<file path="src/rtl/upg_boot_ctrl.sv">
// upg_boot_ctrl
// Sequences UART program-upgrade sessions for the single-cycle CPU. The
// start_pg button is synchronised and debounced; a debounced press starts a
// session (LOAD) in which the UART programmer is released from reset and the
// CPU is held in reset. Programmer writes are routed to instruction ROM
// (adr[14]=0) or data memory (adr[14]=1) and counted. After upg_done the CPU is
// held for a short drain period and then released automatically. A session
// with no writes for TIMEOUT_CYCLES parks in FAULT until the next press.
//
// Ports
//   clock         upgrade-domain clock
//   rst           synchronous active-high reset
//   start_pg_i    raw asynchronous start button
//   upg_wen_i     programmer write strobe
//   upg_adr_i     programmer word address, bit 14 selects data memory
//   upg_done_i    programmer transfer complete (level)
//   upg_rst_o     programmer reset, active-high
//   cpu_rst_o     CPU hold reset, active-high (CPU reset = rst | cpu_rst_o)
//   imem_wen_o    instruction ROM upgrade write enable
//   dmem_wen_o    data memory upgrade write enable
//   imem_words_o  ROM words written this session (saturating)
//   dmem_words_o  DMEM words written this session (saturating)
//   state_o       0=RUN 1=LOAD 2=DRAIN 3=FAULT
//   timeout_o     high while in FAULT
module upg_boot_ctrl #(
    parameter int DEBOUNCE_CYCLES = 20000,
    parameter int TIMEOUT_CYCLES  = 50000000,
    parameter int RELEASE_CYCLES  = 16
) (
    input  logic        clock,
    input  logic        rst,
    input  logic        start_pg_i,
    input  logic        upg_wen_i,
    input  logic [14:0] upg_adr_i,
    input  logic        upg_done_i,
    output logic        upg_rst_o,
    output logic        cpu_rst_o,
    output logic        imem_wen_o,
    output logic        dmem_wen_o,
    output logic [14:0] imem_words_o,
    output logic [14:0] dmem_words_o,
    output logic [1:0]  state_o,
    output logic        timeout_o
);

    localparam int DB_W  = $clog2(DEBOUNCE_CYCLES) + 1;
    localparam int TO_W  = $clog2(TIMEOUT_CYCLES) + 1;
    localparam int REL_W = $clog2(RELEASE_CYCLES + 1) + 1;

    localparam logic [DB_W-1:0]  DB_LAST  = DB_W'(DEBOUNCE_CYCLES - 1);
    localparam logic [TO_W-1:0]  TO_LAST  = TO_W'(TIMEOUT_CYCLES - 1);
    localparam logic [REL_W-1:0] REL_LAST = REL_W'(RELEASE_CYCLES);

    typedef enum logic [1:0] {
        ST_RUN   = 2'd0,
        ST_LOAD  = 2'd1,
        ST_DRAIN = 2'd2,
        ST_FAULT = 2'd3
    } state_t;

    state_t            state;
    logic              sync_p0;
    logic              sync_p1;
    logic              db_level;
    logic [DB_W-1:0]   db_cnt;
    logic              press;
    logic              done_d;
    logic [TO_W-1:0]   idle_cnt;
    logic [REL_W-1:0]  rel_cnt;
    logic              in_load;
    logic              done_edge;
    logic              adr_unused;

    // Only the memory-select bit of the address matters here.
    assign adr_unused = ^upg_adr_i[13:0];

    function automatic logic [14:0] sat_inc(input logic [14:0] v);
        return (v == 15'h7FFF) ? v : v + 15'd1;
    endfunction

    // Synchroniser and debouncer: the level only flips after the synchronised
    // input has disagreed with it for DEBOUNCE_CYCLES consecutive samples.
    always_ff @(posedge clock) begin
        if (rst) begin
            sync_p0  <= 1'b0;
            sync_p1  <= 1'b0;
            db_level <= 1'b0;
            db_cnt   <= '0;
            press    <= 1'b0;
        end else begin
            sync_p0 <= start_pg_i;
            sync_p1 <= sync_p0;
            press   <= 1'b0;
            if (sync_p1 == db_level) begin
                db_cnt <= '0;
            end else if (db_cnt == DB_LAST) begin
                db_level <= sync_p1;
                db_cnt   <= '0;
                press    <= sync_p1;
            end else begin
                db_cnt <= db_cnt + DB_W'(1);
            end
        end
    end

    // Write routing is combinational so the strobe reaches the memory in the
    // same cycle the programmer issues it.
    assign in_load    = (state == ST_LOAD);
    assign imem_wen_o = upg_wen_i & ~upg_adr_i[14] & in_load;
    assign dmem_wen_o = upg_wen_i &  upg_adr_i[14] & in_load;

    // done_d follows upg_done_i in every state, so a done level that is
    // already high when LOAD is entered shows no edge and is ignored.
    assign done_edge = upg_done_i & ~done_d;

    assign state_o = state;

    // Session FSM with registered outputs.
    always_ff @(posedge clock) begin
        if (rst) begin
            state        <= ST_RUN;
            upg_rst_o    <= 1'b1;
            cpu_rst_o    <= 1'b0;
            timeout_o    <= 1'b0;
            imem_words_o <= '0;
            dmem_words_o <= '0;
            idle_cnt     <= '0;
            rel_cnt      <= '0;
            done_d       <= 1'b0;
        end else begin
            done_d <= upg_done_i;
            if (imem_wen_o) imem_words_o <= sat_inc(imem_words_o);
            if (dmem_wen_o) dmem_words_o <= sat_inc(dmem_words_o);

            case (state)
                ST_RUN, ST_FAULT: begin
                    if (press) begin
                        state        <= ST_LOAD;
                        upg_rst_o    <= 1'b0;
                        cpu_rst_o    <= 1'b1;
                        timeout_o    <= 1'b0;
                        imem_words_o <= '0;
                        dmem_words_o <= '0;
                        idle_cnt     <= '0;
                    end
                end
                ST_LOAD: begin
                    // A done edge wins over a simultaneous timeout.
                    if (done_edge) begin
                        state     <= ST_DRAIN;
                        upg_rst_o <= 1'b1;
                        cpu_rst_o <= 1'b1;
                        rel_cnt   <= '0;
                    end else if (!upg_wen_i && idle_cnt == TO_LAST) begin
                        state     <= ST_FAULT;
                        upg_rst_o <= 1'b1;
                        cpu_rst_o <= 1'b1;
                        timeout_o <= 1'b1;
                    end else if (upg_wen_i) begin
                        idle_cnt <= '0;
                    end else begin
                        idle_cnt <= idle_cnt + TO_W'(1);
                    end
                end
                ST_DRAIN: begin
                    if (rel_cnt == REL_LAST) begin
                        state     <= ST_RUN;
                        upg_rst_o <= 1'b1;
                        cpu_rst_o <= 1'b0;
                    end else begin
                        rel_cnt <= rel_cnt + REL_W'(1);
                    end
                end
                default: begin
                    state <= ST_RUN;
                end
            endcase
        end
    end

endmodule
</file>
<file path="config.mk">
export PLATFORM = sky130hd
export DESIGN_NAME = upg_boot_ctrl
export DESIGN_NICKNAME = d
export VERILOG_FILES = /design/src/rtl/upg_boot_ctrl.sv
export SDC_FILE = /design/constraint.sdc
export NUM_CORES = 1
export LEC_CHECK = 0
export ABC_AREA = 1
export CAP_MARGIN = 20
export CORE_UTILIZATION = 45
export DETAILED_ROUTE_END_ITERATION = 10
export PLACE_DENSITY = 0.66
export SKIP_LAST_GASP = 1
export SYNTH_ARGS = -nofsm -noshare
export SYNTH_HDL_FRONTEND = slang
export SYNTH_SLANG_ARGS = --single-unit
export TNS_END_PERCENT = 5
</file>
<file path="constraint.sdc">
create_clock -name clock -period 3.3 [get_ports clock]
set_clock_uncertainty 0.1 [all_clocks]
set_input_delay 0.495 -clock clock [delete_from_list [all_inputs] [get_ports clock]]
set_output_delay 0.495 -clock clock [all_outputs]
set_load 0.02 [all_outputs]
</file>
==> reports/summary.json, run 1 <==
{
  "postSynthRegisterBits": {"value": 89},
  "final_stage_net_count": {"value": 855},
  "area_growth_syn_to_fin": {"value": 15.7, "unit": "%"},
  "setup_viol": {"value": 0},
  "synth_adder_area_share": {"value": 0.0198},
  "netSwitchingPower": {"value": 761, "unit": "uW"},
  "seq_area_frac_synth": {"value": 0.353},
  "final-hold-violation-count": {"value": 0},
  "run_status": {"value": "finished, final reports clean"},
  "synthCells": {"value": 781},
  "muxShareOfSynthArea": {"value": 0},
  "rows": {"value": 38},
  "core": {"value": 10900, "unit": "sq um"},
  "seq_power_share": {"value": 0.454},
  "startpoint_type": {"value": "input pin"},
  "min-delay-path-class": {"value": "flip-flop to flip-flop"},
  "cts_resized": {"value": 0},
  "worst_skew_pair.late_latency": {"value": 0.36, "unit": "ns"},
  "tightest_slew": {"value": 0.667, "unit": "ns"},
  "p_clk_frac": {"value": 0.354},
  "max-slew-margin-rel": {"value": 0.555},
  "fillerInstances": {"value": 1065},
  "post_synth_and_or_nand_nor_area_fraction": {"value": 0.377},
  "cpMaxStageDelayCell": {"value": "sky130_fd_sc_hd__clkdlybuf4s50_1"},
  "clkSlewWorstSetupHoldPaths": {"value": 0.08, "unit": "ns"},
  "critical-path-top-cell-by-count": {"value": "sky130_fd_sc_hd__clkdlybuf4s50_1"},
  "via_count_of_the_first_global_routing_pass": {"value": 4459},
  "dr.first_iter.drc_count": {"value": 280},
  "area_fraction_in_compound_gates_after_synthesis": {"value": 0.123},
  "grt_usage": {"value": 0.215},
  "routed_len_inst": {"value": 12.1, "unit": "um"},
  "synth.yosys.warnings": {"value": 0},
  "floorplan.io_pins": {"value": 57},
  "synth-edff-count": {"value": 0},
  "firstDrtPassIters": {"value": 5},
  "p_comb_frac": {"value": 0.192},
  "power_switching_share": {"value": 0.307},
  "syn_avg_cell_area": {"value": 6.46, "unit": "sq um"},
  "final_layout_size_suffix_gt1_frac": {"value": 0.0661},
  "ant_nets": {"value": 0},
  "clock_tree_from_tritoncts": {"value": "done"},
  "numCtsBuffers": {"value": 9},
  "cts_root_buf": {"value": "sky130_fd_sc_hd__clkbuf_8"},
  "critical_path_peak_fanout": {"value": 5},
  "worstPathArrival": {"value": 2.21, "unit": "ns"},
  "detail_route.drc_violations": {"value": 0},
  "place.gp.congestion": {"value": 0.862},
  "max-vdd-ir-drop": {"value": 0.288, "unit": "mV"},
  "htree_num_levels": {"value": 3},
  "timing.max_cap.violations": {"value": 0},
  "synth-xor-area-share": {"value": 0.0312},
  "dpl_worst_slack": {"value": 0.531, "unit": "ns"},
  "slowest_delay": {"value": 0.73, "unit": "ns"},
  "vias_per_cell": {"value": 5.08},
  "critical_path.endpoint_type": {"value": "output pin"},
  "synthesis.nets": {"value": 809},
  "die_w": {"value": 108, "unit": "um"},
  "postSynth.topFlopCell": {"value": "sky130_fd_sc_hd__dfxtp_1"},
  "die_y": {"value": 108, "unit": "um"},
  "syn_area": {"value": 5050, "unit": "sq um"},
  "port_buffers": {"value": 42},
  "critical_path.cell_chain": {"value": "clkdlybuf4s50_1, inv_2, nor3_2, clkdlybuf4s50_1"},
  "internal_power": {"value": 1720, "unit": "uW"},
  "final_period_minus_worst_setup_slack": {"value": 2.80, "unit": "ns"},
  "antenna-diode-count": {"value": 0},
  "grt_overflow": {"value": 0},
  "setup_total_negative_slack": {"value": 0, "unit": "ns"},
  "cp_data_required_time": {"value": 2.70, "unit": "ns"},
  "fin_ws": {"value": 0.496, "unit": "ns"},
  "power.density_cell_area": {"value": 424, "unit": "nW/um^2"},
  "report.final.slew_viol_count": {"value": 0},
  "clock_tree.buffer_depth": {"value": 2},
  "detailed_place_hpwl": {"value": 8.84, "unit": "mm"},
  "vias": {"value": 4939},
  "maximum_number_of_pins_on_one_net_before_global_route_repair": {"value": 21},
  "timing.fmax": {"value": 0.357, "unit": "GHz"},
  "grt_antenna_before_repair": {"value": 0},
  "synth.lib_cells_used.distinct": {"value": 38},
  "rsz0062_at_grt": {"value": "no"},
  "initial_utilization": {"value": 0.464},
  "first_pass_grt_wire_length": {"value": 20.1, "unit": "mm"},
  "cts.sink_count": {"value": 89},
  "async_reset_ff_frac": {"value": 0},
  "timing.setup.critical_path_class": {"value": "input pin to output pin"},
  "leakage": {"value": 0.00211, "unit": "uW"},
  "drt_wl_total": {"value": 11.8, "unit": "mm"},
  "die-area": {"value": 11600, "unit": "sq um"},
  "synth_top_family_by_area": {"value": "simple AND/OR/NAND/NOR gates"},
  "hold_buffers": {"value": 0},
  "period_share": {"value": 0.850},
  "postCtsSetupRepairBufs": {"value": 0}
}
==> power groups by stage <==
stage	sequential [uW]	clock, uW	combinational, uW
2_1_floorplan	1170	0	339
3_3_place_gp	1150	0	469
3_5_place_dp	1150	0	478
4_1_cts	1130	902	480
5_1_grt	1130	937	536
6_report	1130	876	476
==> final timing paths <==
kind | from | endpoint | slack [ns] | depth (start not counted)
min | sync_p0 | sync_p1 | 0.30 | 2
max reg2reg | state_o[1] | idle_cnt[8] | 1.03 | 10
max | upg_wen_i | imem_wen_o | 0.50 | 4
min reg2reg | sync_p0 | sync_p1 | 0.30 | 2
==> flip-flops by register name, indices dropped and copies added, names as in the netlist, 2 cells and up <==
name          flops
db_cnt           16
rel_cnt           6
state_o           2
imem_words_o     15
idle_cnt         27
dmem_words_o     15
==> cell usage after synthesis (2+ instances only) <==
cell,count,area share
sky130_fd_sc_hd__a21o_1,2,0.0030
sky130_fd_sc_hd__a21oi_1,44,0.044
sky130_fd_sc_hd__a21oi_2,6,0.010
sky130_fd_sc_hd__buf_4,2,0.0030
sky130_fd_sc_hd__buf_6,3,0.0067
sky130_fd_sc_hd__clkbuf_1,5,0.0037
sky130_fd_sc_hd__dfxtp_1,89,0.35
sky130_fd_sc_hd__ha_1,8,0.020
sky130_fd_sc_hd__inv_1,103,0.077
sky130_fd_sc_hd__inv_2,4,0.0030
sky130_fd_sc_hd__nand2_1,189,0.14
sky130_fd_sc_hd__nand2_2,4,0.0050
sky130_fd_sc_hd__nand2_4,2,0.0045
sky130_fd_sc_hd__nand3_1,59,0.058
sky130_fd_sc_hd__nand3_4,2,0.0069
sky130_fd_sc_hd__nand4_1,20,0.025
sky130_fd_sc_hd__nor2_1,116,0.086
sky130_fd_sc_hd__nor2_2,6,0.0074
sky130_fd_sc_hd__nor2_4,3,0.0067
sky130_fd_sc_hd__nor3_1,23,0.023
sky130_fd_sc_hd__nor4_1,2,0.0025
sky130_fd_sc_hd__o21a_1,3,0.0045
sky130_fd_sc_hd__o21ai_0,43,0.043
sky130_fd_sc_hd__o21ai_1,7,0.0069
sky130_fd_sc_hd__o21bai_1,4,0.0059
sky130_fd_sc_hd__or2_2,4,0.0050
sky130_fd_sc_hd__xnor2_1,5,0.0087
sky130_fd_sc_hd__xor2_1,13,0.023
==> metal layers <==
metal,vias to the layer above,routed length [um],global-route usage
li1,2596,-,-
met1,2215,5730,0.285
met2,108,5300,0.348
met3,20,522,0.0381
met4,0,231,0.0793
met5,-,0,0
==> per-stage QoR <==
| step | utilization | area [sq um] | hold slack (ns) | instances | power [uW] |
|---|---|---|---|---|---|
| floorplan | - | 5050 | 0.288 | 781 | 1510 |
| global placement | 0.515 | 5610 | 0.294 | 956 | 1620 |
| detailed placement | 0.515 | 5610 | 0.297 | 956 | 1630 |
| CTS | 0.537 | 5840 | 0.310 | 972 | 2510 |
| global route | 0.537 | 5840 | 0.330 | 972 | 2600 |
| finish | 0.537 | 5840 | 0.305 | 972 | 2480 |
==> critical path, delay by kind of cell <==
family,cells,cell delay [ns]
buffers and inverters,3,1.52
and+or+nand+nor,1,0.20
==> cells by family after synthesis <==
family          count (synthesis)
xor+xnor                       18
buf+inv                       120
fa+ha+maj                       8
compound gates                112
flops                          89
simple gates                  434
==> cell usage in the layout (no fill, tap or decap), drive strengths merged, types with 3 or more instances in the layout <==
cell           netlist  layout
nand2              195     195
or2                  4       4
xor2                13      13
nand4               20      20
o21ai               50      50
xnor2                5       5
o21a                 3       3
nor3                24      24
inv                107     108
buf                  7       5
clkdlybuf4s50        0      42
nor2               125     125
dfxtp               89      89
nand3               62      62
a21oi               51      51
o21bai               4       4
ha                   8       8
clkbuf               5      11
==> area by class of cell <==
type	instances	area, sq um	area share
Inverter	108	405	0.0694
Tap cell	140	175	0.0300
Clock inverter	5	85.1	0.0146
Clock buffer	11	151	0.0259
Timing Repair Buffer	47	458	0.0784
Multi-Input combinational cell	572	2790	0.477
Sequential cell	89	1780	0.305
(Power assumes the default switching activity.)
==> run 2, diff against run 1 <==
Settings changed: PLACE_DENSITY 0.66 to 0.69.
Clock period 3.3 ns to 2.4 ns, I/O delays scaled along.
==> reports/summary.json, run 2 (synthesis gave the netlist of run 1 again) <==
{
  "run_status": {"value": "finished, final reports clean"},
  "final_common_cell": {"value": "sky130_fd_sc_hd__nand2_1"},
  "grt_antenna_before_repair": {"value": 0},
  "numCtsBuffers": {"value": 9},
  "maximum_number_of_pins_on_one_net_before_global_route_repair": {"value": 21},
  "cpLargestDelayFamily": {"value": "buffers and inverters"},
  "critical_path.cell_chain": {"value": "inv_1, ha_2, inv_2, nor3_2, buf_4, dlygate4sd2_1"},
  "worstRegToRegCells": {"value": 10},
  "largest-register": {"value": "idle_cnt"},
  "initial_utilization": {"value": 0.464},
  "detailed_place_hpwl": {"value": 9.01, "unit": "mm"},
  "detail_route.drc_violations": {"value": 0},
  "firstDrtPassIters": {"value": 6},
  "grt_usage": {"value": 0.218},
  "report.final.slew_viol_count": {"value": 0},
  "largest_register_ff_count": {"value": 27},
  "cell_count_after_placement": {"value": 968},
  "final_util": {"value": 0.542},
  "final_stage_net_count": {"value": 867},
  "critical_path_peak_fanout": {"value": 6},
  "drt_wl_total": {"value": 12.0, "unit": "mm"},
  "setup_total_negative_slack": {"value": 0, "unit": "ns"},
  "antenna-diode-count": {"value": 0},
  "rows": {"value": 38},
  "die_w": {"value": 108, "unit": "um"},
  "grt_overflow": {"value": 0},
  "layout.cells.most_common_list": {"value": "189 x sky130_fd_sc_hd__nand2_1, 116 x sky130_fd_sc_hd__nor2_1, 103 x sky130_fd_sc_hd__inv_1"},
  "final-hold-violation-count": {"value": 0},
  "cp_data_required_time": {"value": 1.94, "unit": "ns"},
  "htree_num_levels": {"value": 3},
  "timing.hold.ws": {"value": 0.306, "unit": "ns"},
  "critical_path.reg2reg.endpoint": {"value": "idle_cnt[5]"},
  "floorplan.io_pins": {"value": 57},
  "final_period_minus_worst_setup_slack": {"value": 2.20, "unit": "ns"},
  "min-delay-path-class": {"value": "flip-flop to flip-flop"},
  "setup_viol": {"value": 0},
  "area_growth_syn_to_fin": {"value": 16.9, "unit": "%"},
  "max-slew-margin-rel": {"value": 0.523},
  "final_layout_size_suffix_gt1_frac": {"value": 0.0806},
  "rsz0062_at_grt": {"value": "no"},
  "core": {"value": 10900, "unit": "sq um"},
  "vias": {"value": 5021},
  "whs_endpoint": {"value": "sync_p1"},
  "die-area": {"value": 11600, "unit": "sq um"},
  "ant_nets": {"value": 0},
  "timing.max_cap.violations": {"value": 0},
  "slowest_delay": {"value": 0.34, "unit": "ns"},
  "critical_path.reg2reg.startpoint": {"value": "state_o[1]"},
  "timing.setup.critical_path_class": {"value": "flip-flop to output pin"},
  "reg_top3": {"value": "idle_cnt: 27 flops, db_cnt: 16 flops"},
  "via_count_of_the_first_global_routing_pass": {"value": 4561},
  "vias_per_cell": {"value": 5.10},
  "clock_tree_from_tritoncts": {"value": "done"},
  "startpoint_type": {"value": "flip-flop"},
  "worst-path-buf-inv": {"value": 4},
  "routed_len_inst": {"value": 12.2, "unit": "um"},
  "leakage": {"value": 0.00217, "unit": "uW"},
  "power.density_cell_area": {"value": 564, "unit": "nW/um^2"},
  "max-vdd-ir-drop": {"value": 0.277, "unit": "mV"},
  "cts.sink_count": {"value": 89},
  "clock_tree.buffer_depth": {"value": 2},
  "tightest_slew": {"value": 0.715, "unit": "ns"},
  "place.gp.congestion": {"value": 0.876},
  "port_buffers": {"value": 42},
  "fillerInstances": {"value": 1074},
  "worst_hold_path.num_cells": {"value": 2},
  "critical_path.endpoint_type": {"value": "output pin"},
  "final_design_area_no_fill": {"value": 5900, "unit": "sq um"},
  "timing.hold.worst.start": {"value": "sync_p0"},
  "dr.first_iter.drc_count": {"value": 247},
  "clkSlewWorstSetupHoldPaths": {"value": 0.09, "unit": "ns"},
  "hold_buffers": {"value": 0},
  "cts_root_buf": {"value": "sky130_fd_sc_hd__clkbuf_8"},
  "timing.fmax": {"value": 0.455, "unit": "GHz"},
  "reg2reg_slack": {"value": 0.31, "unit": "ns"},
  "finish.cell_count_without_fillers": {"value": 984},
  "dpl_cell_area": {"value": 5700, "unit": "sq um"},
  "die_y": {"value": 108, "unit": "um"},
  "first_pass_grt_wire_length": {"value": 20.4, "unit": "mm"},
  "period_share": {"value": 0.915},
  "worstPathArrival": {"value": 1.74, "unit": "ns"},
  "worst_skew_pair.late_latency": {"value": 0.37, "unit": "ns"},
  "cpMaxStageDelayCell": {"value": "sky130_fd_sc_hd__dfxtp_1"}
}
run 2: timing repair:
item / 4_1_cts / 5_1_grt
setup buffers: 0 / 0
resized for setup: 2 / 1
setup endpoints to repair: 2 / 1
endpoints found under the hold margin: 0 / 0
run 2: how the worst max path moves through the flow:
| stage | from | to | slack (ns) | cells past startpoint |
|---|---|---|---|---|
| 6_report | state_o[1] | imem_wen_o | 0.20 | 6 |
| 5_1_grt | state_o[1] | imem_wen_o | 0.12 | 6 |
| 4_1_cts | state_o[1] | dmem_wen_o | 0.02 | 5 |
| 3_5_place_dp | upg_wen_i | imem_wen_o | 0.09 | 5 |
| 3_3_place_gp | upg_wen_i | imem_wen_o | 0.09 | 5 |
| 2_1_floorplan | state_o[1] | idle_cnt[19] | 0.50 | 10 |
run 2: stage by stage:
stage / power [uW] / worst slack (ns)
CTS: 3360 / 0.0234
detailed placement: 2280 / 0.0887
global placement: 2260 / 0.0862
floorplan: 2080 / 0.504
global route: 3500 / 0.117
finish: 3330 / 0.203
run 2: cell type report:
type                            instances  area, sq um  area share
Clock buffer                           10          138      0.0233
Clock inverter                          6         66.3      0.0112
Inverter                              108          405      0.0687
Multi-Input combinational cell        572         2790       0.472
Sequential cell                        89         1780       0.302
Tap cell                              140          175      0.0297
Timing Repair Buffer                   59          549      0.0930
run 2: worst reg2reg max path: cells and delay by family (launching register included):
| kind | cells | cell delay, ns |
|---|---|---|
| AO/OA/AOI/OAI | 2 | 0.46 |
| adder cells (fa/ha/maj) | 1 | 0.22 |
| buffers and inverters | 4 | 0.45 |
| flip-flops | 1 | 0.38 |
| AND/OR/NAND/NOR | 3 | 0.41 |
run 2: report_power, final:
group,internal [uW],switching (uW)
logic,228,465
registers,1510,36.5
clock network,512,575
total,2250,1080
run 2: routing by layer:
| metal | GRT usage | wire [um] |
|---|---|---|
| met1 | 0.288 | 5700 |
| met2 | 0.357 | 5530 |
| met3 | 0.0297 | 527 |
| met4 | 0.0900 | 238 |
| met5 | 0 | 0 |
